--- config.mk ---
export PLATFORM = sky130hd
export DESIGN_NAME = fan_pwm_gen
export DESIGN_NICKNAME = d
export VERILOG_FILES = /design/src/rtl/fan_pwm_gen.sv
export SDC_FILE = /design/constraint.sdc
export NUM_CORES = 1
export LEC_CHECK = 0
export CELL_PAD_IN_SITES_DETAIL_PLACEMENT = 2
export CELL_PAD_IN_SITES_GLOBAL_PLACEMENT = 2
export CORE_MARGIN = 2
export CORE_UTILIZATION = 29
export CTS_BUF_LIST = sky130_fd_sc_hd__clkbuf_2
export DETAILED_ROUTE_END_ITERATION = 7
export PLACE_DENSITY = 0.75
export SYNTH_ARGS = -nofsm -noshare
export SYNTH_HDL_FRONTEND = slang
export SYNTH_SLANG_ARGS = --single-unit
--- constraint.sdc ---
create_clock -name clk -period 2.4 [get_ports clk]
set_input_delay 0.48 -clock clk [delete_from_list [all_inputs] [get_ports clk]]
set_output_delay 0.48 -clock clk [all_outputs]
set_load 0.01 [all_outputs]
--- src/rtl/fan_pwm_gen.sv ---
// -----------------------------------------------------------------------------
// fan_pwm_gen
//
// Fan PWM output stage. Takes the signed PI-controller output once per PWM
// period, clamps it to a duty cycle in steps, and drives the PWM pin. The duty
// is only updated at period boundaries so the pin never glitches mid-period.
// A start from standstill is preceded by KICK_PERIODS full-on periods to get
// the rotor moving before the regulated duty is applied.
//
// Ports:
//   clk            in   system clock
//   rst_n          in   synchronous active-low reset
//   ena            in   clock enable; when low every register holds
//   pid_val_i      in   signed controller output, PID_BITWIDTH bits
//   pwm_o          out  PWM pin (registered)
//   duty_o         out  currently applied duty in steps (0 in STOPPED/KICK)
//   period_start_o out  one-cycle pulse in the first clock of each period
//   kick_active_o  out  high while the kick-start is running
// -----------------------------------------------------------------------------
module fan_pwm_gen #(
  parameter int PID_BITWIDTH = 5,
  parameter int PWM_BITWIDTH = 4,
  parameter int PRESCALE_DIV = 2,
  parameter int MIN_DUTY     = 3,
  parameter int KICK_PERIODS = 4
) (
  input  logic                    clk,
  input  logic                    rst_n,
  input  logic                    ena,
  input  logic [PID_BITWIDTH-1:0] pid_val_i,
  output logic                    pwm_o,
  output logic [PWM_BITWIDTH-1:0] duty_o,
  output logic                    period_start_o,
  output logic                    kick_active_o
);

  localparam int STEP_MAX = (1 << PWM_BITWIDTH) - 1;
  localparam int PRESC_W  = (PRESCALE_DIV > 0) ? $clog2(PRESCALE_DIV + 1) : 1;
  localparam int KICK_W   = (KICK_PERIODS > 1) ? $clog2(KICK_PERIODS) : 1;

  // Comparison width: one bit wider than the controller value, widened further
  // if the duty range would not otherwise fit as a positive signed number.
  localparam int CMP_W = ((PID_BITWIDTH > PWM_BITWIDTH + 1) ? PID_BITWIDTH : PWM_BITWIDTH + 1) + 1;

  localparam logic signed [CMP_W-1:0]   ZERO_C    = '0;
  localparam logic signed [CMP_W-1:0]   MIN_C     = CMP_W'(MIN_DUTY);
  localparam logic signed [CMP_W-1:0]   MAX_C     = CMP_W'(STEP_MAX);
  localparam logic [PRESC_W-1:0]        PRESC_MAX = PRESC_W'(PRESCALE_DIV);
  localparam logic [PWM_BITWIDTH-1:0]   STEP_TOP  = '1;
  localparam logic [PWM_BITWIDTH-1:0]   MIN_D     = PWM_BITWIDTH'(MIN_DUTY);
  localparam logic [KICK_W-1:0]         KICK_LOAD = KICK_W'(KICK_PERIODS - 1);

  typedef enum logic [1:0] {
    ST_STOPPED = 2'd0,
    ST_KICK    = 2'd1,
    ST_RUN     = 2'd2
  } state_t;

  // Clamp the signed controller value into the usable duty range:
  // non-positive -> off, small positive -> minimum spin duty, large -> max.
  function automatic logic [PWM_BITWIDTH-1:0] map_target(
    input logic signed [PID_BITWIDTH-1:0] pid
  );
    logic signed [CMP_W-1:0] ext;
    ext = CMP_W'(pid);
    if (ext <= ZERO_C) begin
      return '0;
    end else if (ext < MIN_C) begin
      return MIN_D;
    end else if (ext > MAX_C) begin
      return STEP_TOP;
    end else begin
      return PWM_BITWIDTH'(ext);
    end
  endfunction

  // Registered state
  state_t                  state;
  logic [PRESC_W-1:0]      presc_cnt;
  logic [PWM_BITWIDTH-1:0] step_cnt;
  logic [PWM_BITWIDTH-1:0] duty_q;
  logic [KICK_W-1:0]       kick_cnt;
  logic                    pwm_q;
  logic                    period_start_q;
  logic                    kick_active_q;

  // Next-state values
  state_t                  state_n;
  logic [PRESC_W-1:0]      presc_n;
  logic [PWM_BITWIDTH-1:0] step_n;
  logic [PWM_BITWIDTH-1:0] duty_n;
  logic [KICK_W-1:0]       kick_n;
  logic                    pwm_n;
  logic                    boundary;
  logic [PWM_BITWIDTH-1:0] target;

  assign target = map_target($signed(pid_val_i));

  always_comb begin
    state_n  = state;
    presc_n  = presc_cnt;
    step_n   = step_cnt;
    duty_n   = duty_q;
    kick_n   = kick_cnt;
    pwm_n    = 1'b0;
    boundary = ena && (presc_cnt == PRESC_MAX) && (step_cnt == STEP_TOP);

    // Step counter wraps naturally at 2^PWM_BITWIDTH.
    if (presc_cnt == PRESC_MAX) begin
      presc_n = '0;
      step_n  = step_cnt + 1'b1;
    end else begin
      presc_n = presc_cnt + 1'b1;
    end

    // The controller value is only looked at here, so a mid-period change
    // can never disturb the period currently being generated.
    if (boundary) begin
      case (state)
        ST_STOPPED: begin
          if (target != '0) begin
            state_n = ST_KICK;
            kick_n  = KICK_LOAD;
          end
        end
        ST_KICK: begin
          if (target == '0) begin
            state_n = ST_STOPPED;
            duty_n  = '0;
          end else if (kick_cnt == '0) begin
            state_n = ST_RUN;
            duty_n  = target;
          end else begin
            kick_n = kick_cnt - 1'b1;
          end
        end
        ST_RUN: begin
          if (target == '0) begin
            state_n = ST_STOPPED;
            duty_n  = '0;
          end else begin
            duty_n = target;
          end
        end
        default: begin
          state_n = ST_STOPPED;
          duty_n  = '0;
        end
      endcase
    end

    // The pin is computed from next-state values so the registered output
    // lines up with the registered counters in the same clock.
    case (state_n)
      ST_KICK: pwm_n = 1'b1;
      ST_RUN:  pwm_n = (step_n < duty_n);
      default: pwm_n = 1'b0;
    endcase
  end

  always_ff @(posedge clk) begin
    if (!rst_n) begin
      state          <= ST_STOPPED;
      presc_cnt      <= '0;
      step_cnt       <= '0;
      duty_q         <= '0;
      kick_cnt       <= '0;
      pwm_q          <= 1'b0;
      period_start_q <= 1'b0;
      kick_active_q  <= 1'b0;
    end else if (ena) begin
      state          <= state_n;
      presc_cnt      <= presc_n;
      step_cnt       <= step_n;
      duty_q         <= duty_n;
      kick_cnt       <= kick_n;
      pwm_q          <= pwm_n;
      period_start_q <= boundary;
      kick_active_q  <= (state_n == ST_KICK);
    end
  end

  assign pwm_o          = pwm_q;
  assign duty_o         = duty_q;
  assign period_start_o = period_start_q;
  assign kick_active_o  = kick_active_q;

endmodule

==> results.py <==
metrics = {
    "logic_synthesis": {
        "synth_area_sq_um": 1054,
        "synthFlopType": "dfxtp_1",
        "synthTopCellsByArea": "dfxtp_1 (32%), ha_1 (8.3%), nor2_1 (6.1%)",
        "yosysTopAreaCell": "dfxtp_1",
        "syn_inst": 130,
        "yosysUniqueCellTypes": 39,
        "synthesis.nets": 145,
        "syn_area_per_cell_sq_um": 8.104,
        "yosys_register_bits": 17,
        "synth_edf_count": 0,
        "seq_area_frac_synth_pct": 32.30,
        "synth_commonest_cells": "dfxtp_1 (17), nor2_1 (17), nand2_1 (13)",
        "synth-async-reset-ratio_pct": 0,
        "yosysWarnings": 0,
        "netlist.area_leader.share_pct": 32.30,
    },
    "drt": {
        "firstDrtPassIters": 4,
        "via_per_inst": 5.223,
        "drt-initial-drc-count": 78,
        "postRouteAntennaNets": 0,
        "drt_wl_total_um": 4014,
        "routedWlPerCell_um": 18.25,
        "vias": 1149,
        "post-route-drc-count": 0,
    },
    "sta": {
        "slew_viol_final": 0,
        "finalSetupViolations": 1,
        "period_needed_ns": 2.505,
        "hold_viol": 0,
        "max_freq_mhz": 399.1,
        "fin_crit_sh_pct": 104.4,
        "layout_setup_ws_ns": -0.1054,
        "slew_headroom_pct": 65.64,
        "fin_worst_skew_ns": 0.002416,
        "rsz0062_at_grt": "true",
        "tightestPinTransition_ns": 0.5155,
        "fin_hold_ws_ns": 0.4942,
    },
    "finish": {
        "diodes": 0,
        "drive_above_1_share_pct": 37.93,
        "fin_nets": 190,
        "area_delta_synth_final_pct": 53.92,
        "final_area_sq_um": 1622,
    },
    "global_routing": {
        "grt_pass1_vias": 1244,
        "met1_usage_pct": 19.76,
        "grt_use_met3_pct": 2.113,
        "antenna_found_initial": 0,
        "grtUsageTotal_pct": 18.71,
        "grt_max_degree": 10,
        "grt_use_met2_pct": 36.07,
        "busiest_layer": "met2",
        "grt_overflow": 0,
        "grt_pass1_wl_um": 5899,
    },
    "floorplan": {
        "dieArea_sq_um": 4131,
        "chipHeight_um": 64.27,
        "row_count": 21,
        "die_w_um": 64.27,
        "ios": 15,
        "core_sq_um": 3416,
        "initial_utilization_pct": 30.84,
    },
    "clock_network": {
        "cts_made_buffers": 3,
        "cts.clk_slew.worst_paths_ns": 0.17,
        "ctsHoldBuffers": 0,
        "clockRootBuffer": "clkbuf_2",
        "cts_tree": "yes",
        "clockBufferDepth": 2,
        "cts_sinks": 17,
        "clkLatencyLatePin_ns": 0.31,
        "h-tree-depth": 1,
    },
    "worst_setup_path": {
        "start_kind": "input port",
        "r2r-start": "step_cnt[1]",
        "path_class": "input port to flip-flop",
        "r2r_slack_ns": -0.07,
        "crit_fanout": 4,
        "rr_worst_depth": 11,
        "cp.arrival_ns": 2.71,
        "rr_endpoint": "pwm_o",
        "endpoint": "pwm_o",
        "end_kind": "flip-flop",
        "critPathLaunch": "pid_val_i[4]",
        "cp.required_ns": 2.60,
    },
    "status": {
        "status": "complete, but fails checks",
        "violations": "setup timing",
    },
    "placed_design": {
        "port_buffers": 14,
        "postPlaceCellArea_sq_um": 1404,
        "preCtsSetupSlack_ns": -0.5606,
        "gp_congestion": 0.8272,
        "dp_hpwl_um": 2845,
    },
    "worst_hold_path": {
        "min_delay_path_depth": 2,
        "hold_class": "flip-flop to flip-flop",
    },
    "power_and_ir_drop": {
        "leakagePower_nw": 0.6620,
        "ir_worst_vdd_uv": 264.9,
        "p_per_area_nw_per_um2": 314.6,
    },
    "flow_run": {
        "maxCapViolations": 0,
    },
}
-- placed cells by master (no fill, tap or decap), types with 2 or more instances in the layout --
master / n
nor3_1: 5
nand2_1: 13
xor2_1: 3
clkdlybuf4s50_1: 9
buf_4: 32
a31oi_1: 2
xnor2_1: 2
nor2_1: 13
inv_1: 8
nor2_2: 3
nor3_2: 2
o22ai_1: 3
dfxtp_2: 2
mux2_2: 2
nand4_1: 3
a22oi_2: 2
ha_4: 2
ha_1: 4
a21oi_1: 8
dlymetal6s2s_1: 4
o21ai_0: 3
nand3_1: 2
clkbuf_2: 4
o31ai_2: 2
dfxtp_1: 14
-- registers in the layout, indices dropped and copies added, names as in the netlist --
| register | count |
|---|---|
| kick_active_o | 1 |
| step_cnt | 4 |
| period_start_o | 1 |
| state | 2 |
| kick_cnt | 2 |
| pwm_o | 1 |
| presc_cnt | 2 |
| duty_o | 4 |
-- repair_timing --
action | CTS | global route
setup buffers | 1 | 6
setup endpoints to repair | 1 | 1
pin swaps | 3 | 14
gates resized for setup | 13 | 23
-- critical path, cell delays in order --
cell and delay [ns]:
clkdlybuf4s50_1 0.50, a21o_4 0.14, nor3_2 0.05, or3_4 0.42
a22oi_2 0.16, ha_2 0.23, o21ai_1 0.07, a31oi_1 0.18
nand2_1 0.12, o31ai_2 0.29, a21oi_1 0.07
-- routing by layer --
metal  up-vias  wire [um]
met3         7        107
met5         -          0
met2        22       2137
met1       570       1687
met4         0         82
li1        550          -
-- layout make-up --
type / instances / area [sq um]
Clock buffer: 4 / 20.02
Fill cell: 361 / 1794
Inverter: 8 / 30.03
Multi-Input combinational cell: 99 / 778.2
Sequential cell: 17 / 346.6
Tap cell: 46 / 57.56
Timing Repair Buffer: 46 / 389.1
-- power breakdown --
| part | total (W) | switching (W) | leakage, nW | internal [W] |
|---|---|---|---|---|
| Clock | 0.000142 | 0.0000982 | 0.0166 | 0.0000441 |
| Combinational | 0.0000770 | 0.0000386 | 0.506 | 0.0000384 |
| Sequential | 0.000291 | 0.00000476 | 0.139 | 0.000286 |
| Total | 0.000510 | 0.000142 | 0.662 | 0.000369 |
-- worst min-delay path by stage --
stage | startpoint | to | slack, ns
after floorplan | presc_cnt[1] | presc_cnt[1] | 0.46
after global placement | period_start_o | period_start_o | 0.46
after detailed placement | period_start_o | period_start_o | 0.47
after CTS | period_start_o | period_start_o | 0.49
after global routing | period_start_o | period_start_o | 0.54
final | period_start_o | period_start_o | 0.49
-- stage by stage --
step / util (%) / TNS (ns) / std cells / power (W)
floorplan: - / 0 / 130 / 0.0003255
global placement: 41.10 / -0.3857 / 209 / 0.0003589
detailed placement: 41.10 / -0.6682 / 209 / 0.0003636
CTS: 43.22 / 0 / 214 / 0.0005146
global route: 47.47 / -0.1766 / 220 / 0.0005468
finish: 47.47 / -0.1054 / 220 / 0.0005101
-- logic make-up after synthesis --
family	after synthesis	synth area share (%)
fa+ha+maj	7	8.313
xor+xnor	5	4.158
compound gates	29	18.65
buf+inv	14	6.176
simple gates	55	27.32
mux	3	3.088
flops	17	32.30
Note: power is estimated with default switching activity, not from simulation.
